### config.mk
export PLATFORM = sky130hd
export DESIGN_NAME = cpu_trace_capture
export DESIGN_NICKNAME = d
export VERILOG_FILES = /design/src/rtl/cpu_trace_capture.sv
export SDC_FILE = /design/constraint.sdc
export NUM_CORES = 1
export LEC_CHECK = 0
export BUFFER_PORTS_ARGS = -buffer_cell sky130_fd_sc_hd__buf_2
export CAP_MARGIN = 15
export CORE_MARGIN = 10
export CORE_UTILIZATION = 55
export CTS_BUF_LIST = sky130_fd_sc_hd__clkbuf_16
export CTS_CLUSTER_SIZE = 30
export DETAILED_ROUTE_END_ITERATION = 16
export PLACE_DENSITY = 0.73
export SLEW_MARGIN = 20
export SYNTH_ARGS = -nofsm -noshare
export SYNTH_HDL_FRONTEND = slang
export SYNTH_SLANG_ARGS = --single-unit
### constraint.sdc
create_clock -name clk -period 9.4 [get_ports clk]
set_input_delay 1.88 -clock clk [delete_from_list [all_inputs] [get_ports clk]]
set_output_delay 1.88 -clock clk [all_outputs]
set_load 0.005 [all_outputs]
### src/rtl/cpu_trace_capture.sv
// cpu_trace_capture: on-board trace buffer for the single-cycle Cpu debug ports.
// Samples {cycle, pc, rf_data} into a circular first-word-fall-through FIFO.
// Capture starts right after start, or on a PC match when triggering is enabled.
// Records stream out over a valid/ready port and stay readable in IDLE and DONE.
// Build option: define TRACE_CHANGE_ONLY_EN to record a sample only when the
// watched register value differs from the last recorded one.
module cpu_trace_capture #(
  parameter int DEPTH        = 16,
  parameter bit STOP_ON_FULL = 1'b1,
  localparam int AW          = $clog2(DEPTH)
) (
  input  logic          clk,
  input  logic          rst,
  input  logic          start,
  input  logic          abort,
  input  logic          trig_en,
  input  logic [31:0]   trig_pc,
  input  logic [15:0]   cap_len,
  input  logic [7:0]    watch_addr,
  input  logic [31:0]   cpu_pc,
  input  logic [31:0]   cpu_rf_data,
  output logic [7:0]    debug_dm_rf_addr,
  output logic          out_valid,
  input  logic          out_ready,
  output logic [15:0]   out_cycle,
  output logic [31:0]   out_pc,
  output logic [31:0]   out_data,
  output logic [1:0]    state,
  output logic [AW:0]   count,
  output logic          overflow
);

  typedef enum logic [1:0] {
    IDLE    = 2'd0,
    ARMED   = 2'd1,
    CAPTURE = 2'd2,
    DONE    = 2'd3
  } CapState;

  localparam logic [AW:0] FULL_COUNT = (AW+1)'(DEPTH);

  CapState       state_q;
  logic [AW-1:0] wrPtr_q;
  logic [AW-1:0] rdPtr_q;
  logic [AW:0]   count_q;
  logic          overflow_q;
  logic [15:0]   cycle_q;
  logic [15:0]   rec_q;
  logic [15:0]   capLen_q;
  logic [31:0]   trigPc_q;
  logic [7:0]    watch_q;
  logic [79:0]   mem_q [DEPTH];
`ifdef TRACE_CHANGE_ONLY_EN
  logic          first_q;
  logic [31:0]   lastData_q;
`endif

  logic        full;
  logic        popEn;
  logic        startAcc;
  logic        trigHit;
  logic        changeOk;
  logic        attempt;
  logic        pushEn;
  logic        blocked;
  logic        lastRec;
  logic [15:0] recNext;

  // Decode this cycle's start, trigger, push and pop events from registered state
  always_comb begin
    full     = (count_q == FULL_COUNT);
    popEn    = (count_q != '0) && out_ready;
    startAcc = start && !abort && ((state_q == IDLE) || (state_q == DONE));
    trigHit  = !abort && (state_q == ARMED) && (cpu_pc == trigPc_q);
`ifdef TRACE_CHANGE_ONLY_EN
    changeOk = first_q || (cpu_rf_data != lastData_q);
`else
    changeOk = 1'b1;
`endif
    attempt  = trigHit || (!abort && (state_q == CAPTURE) && changeOk);
    pushEn   = attempt && !full;
    blocked  = attempt && full;
    recNext  = rec_q + 16'd1;
    lastRec  = pushEn && (capLen_q != '0) && (recNext == capLen_q);
  end

  // Control FSM together with FIFO pointers, occupancy and capture counters
  always_ff @(posedge clk) begin
    if (rst) begin
      state_q    <= IDLE;
      wrPtr_q    <= '0;
      rdPtr_q    <= '0;
      count_q    <= '0;
      overflow_q <= 1'b0;
      cycle_q    <= '0;
      rec_q      <= '0;
      capLen_q   <= '0;
      trigPc_q   <= '0;
      watch_q    <= '0;
    end else begin
      if (abort) begin
        state_q <= IDLE;
      end else if (startAcc) begin
        state_q <= trig_en ? ARMED : CAPTURE;
      end else if (lastRec || (blocked && STOP_ON_FULL)) begin
        state_q <= DONE;
      end else if (trigHit) begin
        state_q <= CAPTURE;
      end

      if (startAcc) begin
        watch_q  <= watch_addr;
        trigPc_q <= trig_pc;
        capLen_q <= cap_len;
      end

      if (startAcc) begin
        wrPtr_q    <= '0;
        rdPtr_q    <= '0;
        count_q    <= '0;
        overflow_q <= 1'b0;
        rec_q      <= '0;
      end else begin
        if (pushEn) begin
          wrPtr_q <= wrPtr_q + 1'b1;
          rec_q   <= recNext;
        end
        if (popEn) begin
          rdPtr_q <= rdPtr_q + 1'b1;
        end
        if (pushEn && !popEn) begin
          count_q <= count_q + 1'b1;
        end else if (!pushEn && popEn) begin
          count_q <= count_q - 1'b1;
        end
        if (blocked) begin
          overflow_q <= 1'b1;
        end
      end

      if (startAcc) begin
        cycle_q <= '0;
      end else if (!abort && ((state_q == CAPTURE) || trigHit)) begin
        cycle_q <= cycle_q + 16'd1;
      end
    end
  end

`ifdef TRACE_CHANGE_ONLY_EN
  // Remember the last value actually written so repeated samples are skipped
  always_ff @(posedge clk) begin
    if (rst) begin
      first_q    <= 1'b1;
      lastData_q <= '0;
    end else if (startAcc) begin
      first_q <= 1'b1;
    end else if (pushEn) begin
      first_q    <= 1'b0;
      lastData_q <= cpu_rf_data;
    end
  end
`endif

  // Record storage; contents survive reset and are simply overwritten
  always_ff @(posedge clk) begin
    if (!rst && pushEn) begin
      mem_q[wrPtr_q] <= {cycle_q, cpu_pc, cpu_rf_data};
    end
  end

  assign {out_cycle, out_pc, out_data} = mem_q[rdPtr_q];
  assign out_valid        = (count_q != '0);
  assign count            = count_q;
  assign overflow         = overflow_q;
  assign state            = state_q;
  assign debug_dm_rf_addr = watch_q;

endmodule

# [Word-level counts from Yosys, hierarchy flattened]
# Memories as Yosys holds them, arrays and structs flattened. A register that Yosys moved wholly into a read port is not among the register bits.
# Index checks and enable logic that the tools add are counted.
[totals] ff_bits=104 latchBits=0 ramBits=1280 rom_bits=0 inputBits=126 output_inout_bits=97 wordCells=63 mem_count=1
[mem_list] name="mem_q" words=16 word_bits=80 read_ports=1 rd_clocked_by_memory_dff=1 wr=1 line_no="52" text="logic [79:0] mem_q [DEPTH];"
[op_classes] addsub=6 n_mul=0 n_div=0 magnitude_cmp=0 eq_ne=6 n_shift=0 muxes=10 bitwise_logic=0 n_reduce_logical=30
[ops] cell="$add A16 B1 Y16 const B" n=2
[ops] cell="$eq A32 B32 Y1" n=1
[ops] cell="$eq A16 B16 Y1" n=1
[ops] cell="$reduce_bool A16 Y1" n=1
[ops] cell="$logic_and A1 B1 Y1" n=14
[ops] cell="$mux W5" n=2
[ops] cell="$add A4 B1 Y4 const B" n=2
[ops] cell="$mux W2" n=4
[ops] cell="$mux W4" n=2
[ops] cell="$add A5 B1 Y5 const B" n=1
[ops] cell="$eq A5 B5 Y1 const B" n=1
[ops] cell="$logic_not A1 Y1" n=5
[ops] cell="$reduce_bool A5 Y1" n=1
[ops] cell="$sub A5 B1 Y5 const B" n=1
[ops] cell="$eq A2 B2 Y1 const B" n=2
[ops] cell="$logic_or A1 B1 Y1" n=4
[ops] cell="$reduce_or A2 Y1" n=2
[ops] cell="$reduce_bool A3 Y1" n=1
[ops] cell="$eq A2 B1 Y1 const B" n=1
[ops] cell="$logic_not A2 Y1" n=1
[ops] cell="$mux W1" n=2
[ops] cell="$reduce_bool A2 Y1" n=1

# [Logic depth before layout (Yosys ltp)]
# Gate-level depths: netlist (run 1).
[logic_depth] word_depth=10 depth_mapped=16 ltp_nobuf=16

# [Worst setup path before layout (run 1)]
# OpenSTA, ideal clock, no wires.
[synth_timing] path_type="input -> register" startpoint="input port cpu_pc[4]" endpoint="memory mem_q[12][0], enable pin" setup_time_ps=617 arrival_ps=8787 t_required_ps=8783 setup_slack_ps=-3 stages=6 path_buffers=0 path_cell_list="xor2_1 nor4_1 nand4_1 o31ai_2 nand2_1 nor3_1"
[synth_between] elab_chain_cells=7
[synth_lines] item="from (decl)" line_no="20" text="input logic [31:0] cpu_pc,"
[synth_lines] item="$eq A32 B32 Y1" line_no="74" text="trigHit = !abort && (state_q == ARMED) && (cpu_pc == trigPc_q);"
[synth_lines] item="$logic_and A1 B1 Y1" line_no="74"
[synth_lines] item="$logic_or A1 B1 Y1" line_no="80" text="attempt = trigHit || (!abort && (state_q == CAPTURE) && changeOk);"
[synth_lines] item="$logic_and A1 B1 Y1" line_no="81" text="pushEn = attempt && !full;"
[synth_lines] item="$logic_and A1 B1 Y1" line_no="166" text="if (!rst && pushEn) begin"
[synth_lines] item="$mux W1" line_no="166"
[synth_lines] item="$mux W1 (implied by the code)" line_no="167" text="mem_q[wrPtr_q] <= {cycle_q, cpu_pc, cpu_rf_data};"
[synth_lines] item="to (decl)" line_no="52"
# No other way between the ends.

==> summary.txt, run 1 <==
CP Cell Sequence: buf_4 -> mux4_2 -> mux4_2 -> buf_2
post_cts resized: 0
Final Total Pwr: 14.3 mW
clk_skew: 24.9 ps
hold slack: 456 ps
total number of vias: 26100
Post-synth ARST share: 0%
# setup viols final: 0
final hold violations: 0
Req. time, crit path: 7520 ps
core area: 96400 um2
MaxCap Viol Count: 0
postcts setup bufs: 0
post-synth cell types: 61
DIE AREA: 110000 um2
Mapped Cells: 2464
Slew Viols, Final: 0
half-perimeter wire length after placement: 68000 um
worst skew pair latency: 750 ps
Nets: 2886
Leakage: 19.1 nW
CP peak stage delay: 990 ps
pin slew with the least headroom to its limit: 1070 ps
DRT iter0 DRCs: 2906
crit path DAT: 3950 ps
unrepaired setup endpoints after global routing: false
Power Density: 236 nW/um2
initial antenna violation count: 18
gr usage total: 22.3%
Max VDD drop: 0.257 mV
syn_nets: 2604
vias per inst: 6.31
status: complete, no violations
Top cell by count, worst path: mux4_2
Synth area leader: edfxtp_1
FP Rows: 114
relative slew slack: 28.4%
largest net degree at the start of global routing: 118
GR Overflow Total: 0
Final Cycle Share: 62.1%
# DRC: 0
Longest Clk Path Bufs: 3
sequential area share after synthesis: 76.2%
IO Port Bufs: 222
clock-pin slew on the worst setup and hold paths: 60 ps
Starting Density: 55.3%
CTS Buf Count: 142
Final ANT Viol Nets: 0
CTS H-tree depth: 4
Main synth FF type: edfxtp_1
final instance area: 60500 um2
post-synth top area share: 72.1%
syn avg cell area: 21.6 um2
Clock Tree Root: clkbuf_16
CTS tree: built
FF+latch count, synth: 1388
Worst path slowest cell: dfxtp_4
EDFF count, synth: 1280
Worst Path Max Fanout: 71
Crit Path Class: reg2out
layout cells sized above 1: 31.6%
overall routed net length: 123000 um
cts hold-fix bufs: 0
gp weighted congestion: 0.826
vias in the first global route: 27600
largest cells by area after synthesis: edfxtp_1, mux4_2, dfxtp_1
area growth from synthesis to layout: 13.6%
CP Launch Type: flip-flop
Mapped Area: 53300 um2
Yosys warning count: 0
# IOs: 223
FMAX: 0.171 GHz
CTS sink cnt: 1388
area post-placement: 56000 um2
drt wl/cell: 29.7 um
Worst Setup End Kind: output pin
die width: 331 um
class of the worst hold path: reg2reg
Final Critical Period: 5830 ps
Pre-antenna DRT Iters: 5
Die Ht: 331 um
first-pass GRT wire length: 184000 um
-- placed cells by master (no fill, tap or decap), drive strengths merged, types with 7 or more instances in the layout --
master     n
nand2    140
nand4      9
bufinv     7
nor2      32
nand2b     9
xnor2     16
dfxtp    108
nand3     19
clkbuf   145
inv       58
clkinv    59
ha        13
or3       21
nor3       7
buf      271
xor2      40
or4       21
edfxtp  1280
o21ai     30
mux4     400
a21oi     97
nor4      14
o31ai     17
-- critical path: cells and delay by family (launching register included) --
kind | cells | cell delay, ps
buffers and inverters | 2 | 1120
flip-flops | 1 | 990
multiplexers | 2 | 1000
-- power breakdown --
part	internal, mW	switching, mW	leakage (nW)	total, mW
clock	3.01	2.29	2.32	5.30
sequential	6.75	0.0770	12.7	6.82
combinational	1.16	0.977	4.10	2.14
total	10.9	3.35	19.1	14.3
-- metrics by stage --
stage | TNS (ps) | std cells | worst slack [ps] | util [%]
detailed placement | 0 | 3876 | 2830 | 58.1
floorplan | -1090 | 2464 | -3.44 | -
finish | 0 | 4139 | 3570 | 62.8
CTS | 0 | 4134 | 3330 | 62.7
global route | 0 | 4138 | 3360 | 62.7
global placement | 0 | 3876 | 2870 | 58.1
-- worst paths after layout --
check	from	to	slack, ps	cells after the start
max	flip-flop	out_data[20]	3570	4
min	debug_dm_rf_addr[6]	debug_dm_rf_addr[6]	460	2
max reg2reg	trigPc_q[3]	mem_q[2][15]	4610	8
min reg2reg	debug_dm_rf_addr[6]	debug_dm_rf_addr[6]	460	2
-- layer usage --
| layer | up-vias | track usage (%) | part of all wire (%) |
|---|---|---|---|
| li1 | 10900 | - | - |
| met1 | 13800 | 30.6 | 39 |
| met2 | 1206 | 35.3 | 49 |
| met3 | 204 | 6.44 | 9.7 |
| met4 | 22 | 5.78 | 1.9 |
| met5 | - | 0 | 0.12 |
-- synthesized netlist by cell type (2+ instances only) --
cell type,instances
and4_1,3
a21oi_1,97
or3_1,19
o21ai_1,2
nor3_1,7
xor2_1,40
buf_1,33
nand2_1,140
o21ai_0,28
inv_1,13
nor2_1,32
nand3b_1,3
nand4b_1,2
nand2b_1,9
ha_1,13
nand4_1,8
nand3_1,19
or3_2,2
o2111ai_1,3
a21o_1,2
o31ai_1,16
clkbuf_2,2
nor4_1,14
or4_1,20
mux2i_1,4
dfxtp_1,108
clkbuf_1,93
xnor2_1,16
mux4_2,400
clkbuf_8,2
edfxtp_1,1280
and2_1,4
and3_1,2
-- cells by family (layout without fill, tap and decap cells) --
group,count (synthesis),count (layout),share of synthesized area [%]
flip-flops,1388,1388,76.2
multiplexers,405,405,17.0
AO/OA/AOI/OAI,162,162,1.74
other,0,3,0
buffers and inverters,146,542,1.09
adder cells (fa/ha/maj),14,14,0.343
AND/OR/NAND/NOR,293,293,2.70
XOR/XNOR,56,56,0.921
-- state kept, by name, summed over array words and instances, names as in the netlist, named ones only --
register          cells
state                 2
wrPtr_q               4
debug_dm_rf_addr      8
mem_q              1280
overflow              1
rdPtr_q               4
rec_q                16
capLen_q             16
trigPc_q             32
cycle_q              16
count                 5
-- layout make-up --
cell class              count  area (um2)
clock inverters           113         797
repair buffers            271        1600
fillers                  6414       35900
inverters                  13        48.8
multi-input cells         930       12200
diodes                      3        7.51
clock buffers             145        3630
flip-flops and latches   1388       40600
well taps                1276        1600
(Power assumes the default switching activity.)
==> run 2: changes to the inputs <==
Settings changed: PLACE_DENSITY 0.73 to 0.7.
Clock period 9.4 ns to 6.1 ns, I/O delays scaled along.
==> summary.txt, run 2 (synthesis gave the netlist of run 1 again) <==
layout cells sized above 1: 31.3% (-0.39 points)
most frequent cells in the layout: edfxtp_1, mux4_2, buf_2
overall routed net length: 119000 um (-3.3%)
worst skew pair latency: 740 ps (about the same)
Seq. cell area: 40600 um2 (unchanged)
vias in the first global route: 26900 (-2.4%)
final instance area: 60600 um2 (+0.17%)
IO Port Bufs: 222 (unchanged)
# IOs: 223 (unchanged)
Final ANT Viol Nets: 0 (unchanged)
reg2reg setup slack: 1790 ps (-2820 ps)
# DRC: 0 (unchanged)
CTS Buf Count: 139 (-2.1%)
Die Ht: 331 um (unchanged)
Max VDD drop: 0.281 mV (+9.3%)
Longest Clk Path Bufs: 3 (unchanged)
drt wl/cell: 28.7 um (-3.3%)
R2R depth: 14 (+6)
Req. time, crit path: 6750 ps (-770 ps)
Slew Viols, Final: 0 (unchanged)
CP peak stage delay: 620 ps (-370 ps)
FP Rows: 114 (unchanged)
total number of vias: 25800 (-1.3%)
CP Cell Sequence: buf_2 -> xor2_1 -> nor4_1 -> nand2_1 -> o31ai_2 -> nand2_1 -> inv_1 -> ha_1 -> inv_1 -> fa_1 -> a21o_1 -> a21oi_1 -> xnor2_1 -> or3_1 -> a21oi_1
die width: 331 um (unchanged)
Leakage: 19.1 nW (+0.28%)
FF-to-FF Start: trigPc_q[7]
post_cts resized: 0 (unchanged)
GR Overflow Total: 0 (unchanged)
Worst Setup End Kind: flip-flop
Final Total Pwr: 21.7 mW (+52%)
Power Density: 358 nW/um2 (+52%)
gr usage total: 21.6% (-0.72 points)
met1 Use GR: 29.8% (-0.82 points)
final hold violations: 0 (unchanged)
max reg flops: 1280 (unchanged)
reg2reg end: count[4]
fill count: 6518 (+1.6%)
status: complete, no violations
first-pass GRT wire length: 178000 um (-3.4%)
Worst Path Max Fanout: 17 (-76%)
GR Util met2: 34.1% (-1.2 points)
Nets: 2883 (-0.10%)
largest net degree at the start of global routing: 92 (-22%)
Crit Path Class: in2reg
Pre-antenna DRT Iters: 5 (unchanged)
clock-pin slew on the worst setup and hold paths: 60 ps (about the same)
Final Critical Period: 4750 ps
met3 Track Usage GR: 5.39% (-1.1 points)
busiest grt layer: met2
core area: 96400 um2 (unchanged)
vias per inst: 6.24 (-1.2%)
CTS H-tree depth: 4 (unchanged)
min-delay src: debug_dm_rf_addr[5]
worst setup path endpoint: count[4]
unrepaired setup endpoints after global routing: false
CP Launch Type: input port
gp weighted congestion: 0.842 (+1.8%)
clk_skew: 24.6 ps (-0.339 ps)
largest registers: mem_q (1280), trigPc_q (32)
crit path DAT: 5410 ps (+1460 ps)
half-perimeter wire length after placement: 64300 um (-5.5%)
MaxCap Viol Count: 0 (unchanged)
TNS Setup: 0 ps (unchanged)
# setup viols final: 0 (unchanged)
cts hold-fix bufs: 0 (unchanged)
area growth from synthesis to layout: 13.8%
Crit. Startpoint: cpu_pc[7]
multi-input logic area: 12200 um2 (+0.20%)
Final Cycle Share: 77.9%
commonest non-fill, non-tap cell in the layout: edfxtp_1
Clock Tree Root: clkbuf_16
initial antenna violation count: 12 (-6)
postcts setup bufs: 0 (unchanged)
FMAX: 0.210 GHz
largest register by flop count: mem_q
Worst path slowest cell: nor4_1
CTS tree: built
DRT iter0 DRCs: 2818 (-3.0%)
hold path depth: 2 (unchanged)
relative slew slack: 29.9% (+1.6 points)
CTS sink cnt: 1388 (unchanged)
pin slew with the least headroom to its limit: 1050 ps (-23.6 ps)
DIE AREA: 110000 um2 (unchanged)
area post-placement: 56300 um2 (+0.52%)
Starting Density: 55.3% (unchanged)
class of the worst hold path: reg2reg
[run 2: worst min-delay path by stage]
stage	end	slack, ps
final	debug_dm_rf_addr[5]	460
after global routing	debug_dm_rf_addr[5]	470
after CTS	debug_dm_rf_addr[7]	460
after detailed placement	debug_dm_rf_addr[7]	450
after global placement	debug_dm_rf_addr[6]	440
after floorplan	trigPc_q[0]	450
[run 2: report_power, final]
part | leakage [nW] | switching, mW | internal, mW
clock network | 2.26 | 3.49 | 4.46
registers | 12.7 | 0.0969 | 10.4
logic | 4.20 | 1.47 | 1.79
[run 2: worst max-delay path, delay by kind of cell]
| kind | cells | cell delay [ps] |
|---|---|---|
| AND/OR/NAND/NOR | 4 | 1690 |
| AO/OA/AOI/OAI | 4 | 980 |
| buffers and inverters | 3 | 540 |
| adder cells (fa/ha/maj) | 2 | 640 |
| XOR/XNOR | 2 | 320 |
[run 2: through the flow]
step	hold slack (ps)	setup WS (ps)	instances	utilization, %
3_5_place_dp	450	607	3878	58.4
3_3_place_gp	440	679	3878	58.4
4_1_cts	461	1290	4133	62.8
5_1_grt	474	1170	4134	62.9
2_1_floorplan	448	-658	2464	-
6_report	459	1350	4136	62.9
[run 2: area by class of cell]
type	count	area share [%]
flip-flops and latches	1388	67.0
multi-input cells	930	20.2
clock buffers	142	5.86
repair buffers	271	3.00
well taps	1276	2.63
clock inverters	113	1.21
inverters	13	0.0805
diodes	3	0.0124
[run 2: layer usage]
metal | vias up | part of all wire, %
met2 | 1079 | 49
met3 | 194 | 8.2
met4 | 14 | 2.4
li1 | 10900 | -
met1 | 13600 | 40
met5 | - | 0.072
